**config.mk**
```make
export PLATFORM = sky130hd
export DESIGN_NAME = ov7670_cam_if
export DESIGN_NICKNAME = d
export VERILOG_FILES = /design/src/rtl/ov7670_cam_if.sv
export SDC_FILE = /design/constraint.sdc
export NUM_CORES = 1
export LEC_CHECK = 0
export BUFFER_PORTS_ARGS = -buffer_cell sky130_fd_sc_hd__buf_4
export CORE_MARGIN = 8
export CORE_UTILIZATION = 60
export CTS_CLUSTER_DIAMETER = 30
export DETAILED_ROUTE_END_ITERATION = 7
export PLACE_DENSITY = 0.91
export SYNTH_ARGS = -nofsm -noshare
export SYNTH_HDL_FRONTEND = slang
export SYNTH_SLANG_ARGS = --single-unit
```
**constraint.sdc**
```tcl
create_clock -name cam_PCLK -period 6.15 [get_ports cam_PCLK]
set_input_delay 0.3075 -clock cam_PCLK [delete_from_list [all_inputs] [get_ports cam_PCLK]]
set_output_delay 0.3075 -clock cam_PCLK [all_outputs]
set_load 0.05 [all_outputs]
```
**src/rtl/ov7670_cam_if.sv**
```systemverilog
// OV7670 pixel-capture front end.
// Pairs consecutive camera bytes into RGB565 pixels and tags each pixel
// with its column/row so a frame-buffer writer can address memory directly.
// Everything runs on the camera pixel clock.
module ov7670_cam_if #(
  parameter int WIDTH      = 640,
  parameter int HEIGHT     = 480,
  parameter int IBIT_WIDTH = 8,
  parameter int OBIT_WIDTH = 16,
  localparam int HCNT_W    = $clog2(WIDTH) + 1,
  localparam int VCNT_W    = $clog2(HEIGHT) + 1
) (
  input  logic                  cam_PCLK,
  input  logic                  n_rst,
  input  logic                  cam_HREF,
  input  logic                  cam_VSYNC,
  input  logic [IBIT_WIDTH-1:0] cam_din,
  output logic [OBIT_WIDTH-1:0] rgb565,
  output logic [HCNT_W-1:0]     h_cnt,
  output logic [VCNT_W-1:0]     v_cnt,
  output logic                  pix_valid
);

  // Byte phase: which half of the RGB565 pixel the next byte carries.
  typedef enum logic {
    PH_HIGH = 1'b0,
    PH_LOW  = 1'b1
  } phase_t;

  phase_t phase_q, phase_d;

  logic [IBIT_WIDTH-1:0] hi_q, hi_d;
  logic [HCNT_W-1:0]     pix_cnt_q, pix_cnt_d;
  logic [VCNT_W-1:0]     line_cnt_q, line_cnt_d;
  logic                  href_q, href_d;
  logic [OBIT_WIDTH-1:0] rgb_q, rgb_d;
  logic [HCNT_W-1:0]     h_q, h_d;
  logic [VCNT_W-1:0]     v_q, v_d;
  logic                  valid_q, valid_d;

  // Byte accepted this cycle: inside an active line of an active frame and
  // still within the visible window.
  logic active;
  logic latch_hi;
  logic emit_pix;

  assign active = cam_HREF && !cam_VSYNC
                  && (line_cnt_q < VCNT_W'(HEIGHT))
                  && (pix_cnt_q < HCNT_W'(WIDTH));

  // Phase state register.
  always_ff @(posedge cam_PCLK or negedge n_rst) begin
    if (!n_rst) begin
      phase_q <= PH_HIGH;
    end else begin
      phase_q <= phase_d;
    end
  end

  // Phase next state: restart on blanking, toggle on every accepted byte.
  always_comb begin
    phase_d = phase_q;
    if (cam_VSYNC || !cam_HREF) begin
      phase_d = PH_HIGH;
    end else if (active) begin
      phase_d = (phase_q == PH_HIGH) ? PH_LOW : PH_HIGH;
    end
  end

  // Phase outputs: first byte is stored, second byte completes a pixel.
  always_comb begin
    latch_hi = active && (phase_q == PH_HIGH);
    emit_pix = active && (phase_q == PH_LOW);
  end

  // Datapath next state: byte assembly, pixel/line counters, output hold.
  always_comb begin
    hi_d       = hi_q;
    pix_cnt_d  = pix_cnt_q;
    line_cnt_d = line_cnt_q;
    href_d     = cam_HREF;
    rgb_d      = rgb_q;
    h_d        = h_q;
    v_d        = v_q;
    valid_d    = 1'b0;

    if (cam_VSYNC) begin
      // Vertical blanking: rewind to the top of the frame; outputs keep the
      // last pixel of the previous frame.
      line_cnt_d = '0;
      pix_cnt_d  = '0;
    end else if (!cam_HREF) begin
      pix_cnt_d = '0;
      // End of a line that actually produced pixels advances the row.
      if (href_q && (pix_cnt_q != '0) && (line_cnt_q < VCNT_W'(HEIGHT))) begin
        line_cnt_d = line_cnt_q + VCNT_W'(1);
      end
    end else begin
      if (latch_hi) begin
        hi_d = cam_din;
      end
      if (emit_pix) begin
        rgb_d     = {hi_q, cam_din};
        h_d       = pix_cnt_q;
        v_d       = line_cnt_q;
        valid_d   = 1'b1;
        pix_cnt_d = pix_cnt_q + HCNT_W'(1);
      end
    end
  end

  // Datapath registers.
  always_ff @(posedge cam_PCLK or negedge n_rst) begin
    if (!n_rst) begin
      hi_q       <= '0;
      pix_cnt_q  <= '0;
      line_cnt_q <= '0;
      href_q     <= 1'b0;
      rgb_q      <= '0;
      h_q        <= '0;
      v_q        <= '0;
      valid_q    <= 1'b0;
    end else begin
      hi_q       <= hi_d;
      pix_cnt_q  <= pix_cnt_d;
      line_cnt_q <= line_cnt_d;
      href_q     <= href_d;
      rgb_q      <= rgb_d;
      h_q        <= h_d;
      v_q        <= v_d;
      valid_q    <= valid_d;
    end
  end

  assign rgb565    = rgb_q;
  assign h_cnt     = h_q;
  assign v_cnt     = v_q;
  assign pix_valid = valid_q;

endmodule

```
Word level (Yosys, flattened, before mapping) --
Index checks and enable logic that the tools add are counted.
Storage, ports and cells: flip-flop bits (word level) 69, output and inout port bits 38, word-level logic and storage cells 45
Operators by class: add/subtract/negate cells 2, order comparisons 2, equality and inequality tests 2, muxes and demuxes 12, bitwise logic cells 2, reductions and logical operators 16
Operators by type and width (count):
- $mux 11 | 3
- $mux 10 | 3
- $add 11x1->11 const B | 1
- $lt 11x10->1 const B | 1
- $reduce_bool 11->1 | 1
- $add 10x1->10 const B | 1
- $lt 10x9->1 const B | 1
- $logic_and 1x1->1 | 7
- $mux 1 | 6
- $reduce_and 3->1 | 2
- $reduce_bool 2->1 | 2
- $ne 3x1->1 const B | 1
- $logic_not 1->1 | 2
- $ne 2x1->1 const B | 1
- $not 1->1 | 2
- $reduce_and 2->1 | 1
- $logic_or 1x1->1 | 1

Longest topological paths before layout --
depth in word-level cells 8, depth in mapped cells 7

Worst setup path after synthesis --
OpenSTA, ideal clock, no wires.
path type flip-flop to flip-flop, from reg pix_cnt_q[0], to reg line_cnt_q[4], arrival time 1.809 ns, required time 6.025 ns, slack 4.216 ns, cell stages (with the launch flop) 7, buffers on the path 0, cell sequence dfrtp_1 inv_1 ha_1 or4b_4 nor4_4 nor3_2 mux2_4
Between the ends: word-level cells in the longest chain between the ends 5
RTL lines:
- start, declared | line 33 | logic [HCNT_W-1:0] pix_cnt_q, pix_cnt_d;
- start signal, assigned | line 125 | pix_cnt_q <= pix_cnt_d;
- $reduce_bool 11->1 | line 95 | if (href_q && (pix_cnt_q != '0) && (line_cnt_q < VCNT_W'(HEIGHT))) begin
- $logic_and 1x1->1 (2 in series) | line 95
- $reduce_bool 2->1 (no line)
- $reduce_and 2->1 (no line)
- end signal, assigned | line 126 | line_cnt_q <= line_cnt_d;
- end, declared | line 34 | logic [VCNT_W-1:0] line_cnt_q, line_cnt_d;
No other way between the ends. A chain may end at the register's enable or synchronous reset.

Final worst setup path --
from reg pix_cnt_q[7], to reg pix_cnt_q[4]
Between the ends: word-level cells in the longest chain between the ends 4
RTL lines:
- $lt 11x10->1 | line 49 | && (pix_cnt_q < HCNT_W'(WIDTH));
- $logic_and 1x1->1 | line 49
- $logic_and 1x1->1 | line 73 | emit_pix = active && (phase_q == PH_LOW);
- $ne 3x1->1 (no line)
No other way between the ends.

==> flow_metrics.py <==
metrics = {
    "global_routing": {
        "grt_overflow_total": 0,
        "first_global_vias": 2244,
        "grtUsageTotal_pct": 17.8,
        "grt_max_degree": 70,
        "antenna_found_initial": 0,
        "grt_pass1_wl_mm": 10.6,
    },
    "detailed_routing": {
        "routedWlPerCell_um": 15.4,
        "routed-wl-met3_um": 508,
        "route.vias.total": 2220,
        "drc": 0,
        "firstDrtPassIters": 4,
        "routed_wl_mm": 6.28,
        "drt_first_iter_violations": 110,
        "via_per_inst": 5.44,
        "wl_met1_mm": 2.75,
        "wl_met2_mm": 2.93,
        "highest_layer": "met4",
        "ant_nets": 0,
    },
    "yosys": {
        "syn_area_per_cell_um2": 10.3,
        "ys_seq_area_share_pct": 58.4,
        "syn_area_um2": 2960,
        "ys_types": 43,
        "synth_cells": 288,
        "synth_edf_count": 0,
        "ys_warn_count": 0,
        "syn-num-nets": 303,
        "synth_ff_type": "dfrtp_1",
        "synthArstFlopShare_pct": 100,
        "synth-seq-cells": 69,
    },
    "sta": {
        "fin_crit_ns": 2.65,
        "finalSetupTns_ns": 0,
        "worst_slew_pin_slew_ns": 0.835,
        "fin_skew_ns": 0.00860,
        "rsz0062_at_grt": "false",
        "drv_slew": 0,
        "setup_violations": 0,
        "period_share_pct": 43.1,
        "hold_violations": 0,
        "fmax_mhz": 378,
        "slew_headroom_pct": 44.3,
    },
    "min_path": {
        "hold_class": "input port to async pin",
    },
    "clock_network": {
        "cts-hold-fix-buffers": 0,
        "cts_sinks": 69,
        "insertion_delay_ns": 0.33,
        "htree_levels": 3,
        "cts_tree": "yes",
        "cts_root_buffer": "clkbuf_8",
        "cts_buffers": 9,
        "cts_resized": 0,
        "post_cts_buffers": 0,
        "clockBufferDepth": 2,
        "path_clk_slew_ns": 0.07,
    },
    "job": {
        "cap_violations": 0,
    },
    "pwr": {
        "leakagePower_nw": 1.78,
        "powerDensity_nw_per_um2": 294,
        "vdd_drop_max_mv": 0.315,
        "finalPower_mw": 1.04,
    },
    "setup_path": {
        "r2r_slack_ns": 3.50,
        "cp.arrival_ns": 2.87,
        "cp.required_ns": 6.37,
        "crit_start": "pix_cnt_q[7]$_DFFE_PN0P_",
        "crit_path_max_fanout": 37,
        "r2r_start": "pix_cnt_q[7]$_DFFE_PN0P_",
        "endpoint_kind": "flip-flop",
        "critPathKind": "flip-flop to flip-flop",
        "cp-start-kind": "flip-flop",
    },
    "die": {
        "die_area_um2": 7430,
        "num_rows": 25,
        "die_y_um": 86.2,
        "start_util_pct": 62.6,
        "die_x_um": 86.2,
        "pin_count": 50,
        "core-area_um2": 4720,
    },
    "finish": {
        "layout-drive-gt1-share_pct": 27.3,
        "ff_latch_area_um2": 1730,
        "antenna_cells": 0,
        "nets": 352,
        "area_growth_pct": 19.4,
        "fillCellCount": 342,
        "layout_commonest_cell": "nand2_1",
        "layout_common_cells": "106 x nand2_1, 69 x dfrtp_1, 50 x buf_4, 12 x clkbuf_8",
        "multi_input_area_um2": 1140,
    },
    "outcome": {
        "status": "finished, final reports clean",
    },
    "place": {
        "dpl.hpwl_mm": 4.18,
        "gp_congestion": 0.799,
        "port_buffers": 49,
    },
}
cell families after synthesis:
family          share of synthesized area [%]
simple gates                             25.1
flops                                    58.4
compound gates                           7.24
buf+inv                                  2.88
mux                                      4.23
xor+xnor                                0.889
fa+ha+maj                                1.27
synthesized netlist by cell type (2+ instances only):
cell type	n	area (um^2)
a21oi_1	5	25.0
a21oi_2	6	52.6
and2_1	3	18.8
buf_1	5	18.8
buf_2	2	10.0
buf_6	2	22.5
clkbuf_1	3	11.3
dfrtp_1	69	1730
ha_1	3	37.5
inv_1	5	18.8
mux2_2	8	90.1
mux2i_1	2	20.0
nand2_1	106	398
nand3_1	5	25.0
nand4_1	8	50.1
nor2_1	5	18.8
nor2b_1	4	25.0
nor3_2	2	20.0
o21ai_0	7	35.0
o31ai_1	7	52.6
or3_1	2	12.5
or4_1	3	22.5
or4_2	5	43.8
xor2_1	2	17.5
critical path, cell delays in order (launching register included):
cell     delay, ns
dfrtp_1       0.44
o21ai_0       0.37
nand3_1       0.60
inv_2         0.74
nand4_1       0.22
mux2i_1       0.15
registers in the layout, summed over array words and instances (netlist names), 8 cells and up:
register and flops:
h_cnt 11, hi_q 8, line_cnt_q 10, pix_cnt_q 11
rgb565 16, v_cnt 10
power by group:
part           internal [mW]  total [mW]  switching, mW
sequential             0.489       0.508         0.0197
clock                  0.177       0.335          0.157
combinational         0.0553       0.193          0.138
total                  0.721        1.04          0.315
layout make-up:
cell class,instances,area share (%)
Clock inverter,1,0.142
Timing Repair Buffer,50,10.6
Multi-Input combinational cell,201,32.4
Clock buffer,14,4.89
Tap cell,67,2.38
Inverter,6,0.638
Sequential cell,69,48.9
per-stage QoR:
stage          instances  utilization [%]  cell area, um^2  setup WS (ns)  hold slack [ns]
4_1_cts              408             74.7             3530           3.53            0.108
2_1_floorplan        288                -             2960           4.22           0.0119
3_3_place_gp         393             71.0             3350           3.64            0.446
5_1_grt              408             74.7             3530           3.26            0.107
6_report             408             74.7             3530           3.50           0.0747
3_5_place_dp         393             71.0             3350           3.55            0.449
final timing paths:
kind	end	cells after the start
hold reg to reg	rgb565[12]$_DFFE_PN0P_	2
max in group asynchronous	href_q$_DFF_PN0_	1
setup / recovery	pix_cnt_q[4]$_DFFE_PN0P_	5
setup reg to reg	pix_cnt_q[4]$_DFFE_PN0P_	5
hold / removal	h_cnt[8]$_DFFE_PN0P_	1
min in group cam_PCLK	href_q$_DFF_PN0_	1
metal layers:
metal  vias up  GRT usage (%)
met3         8           6.24
met4         0           7.04
met1      1077           22.1
met2        67           27.8
met5         -              0
li1       1068              -
Power figures use the tool's default switching activity.
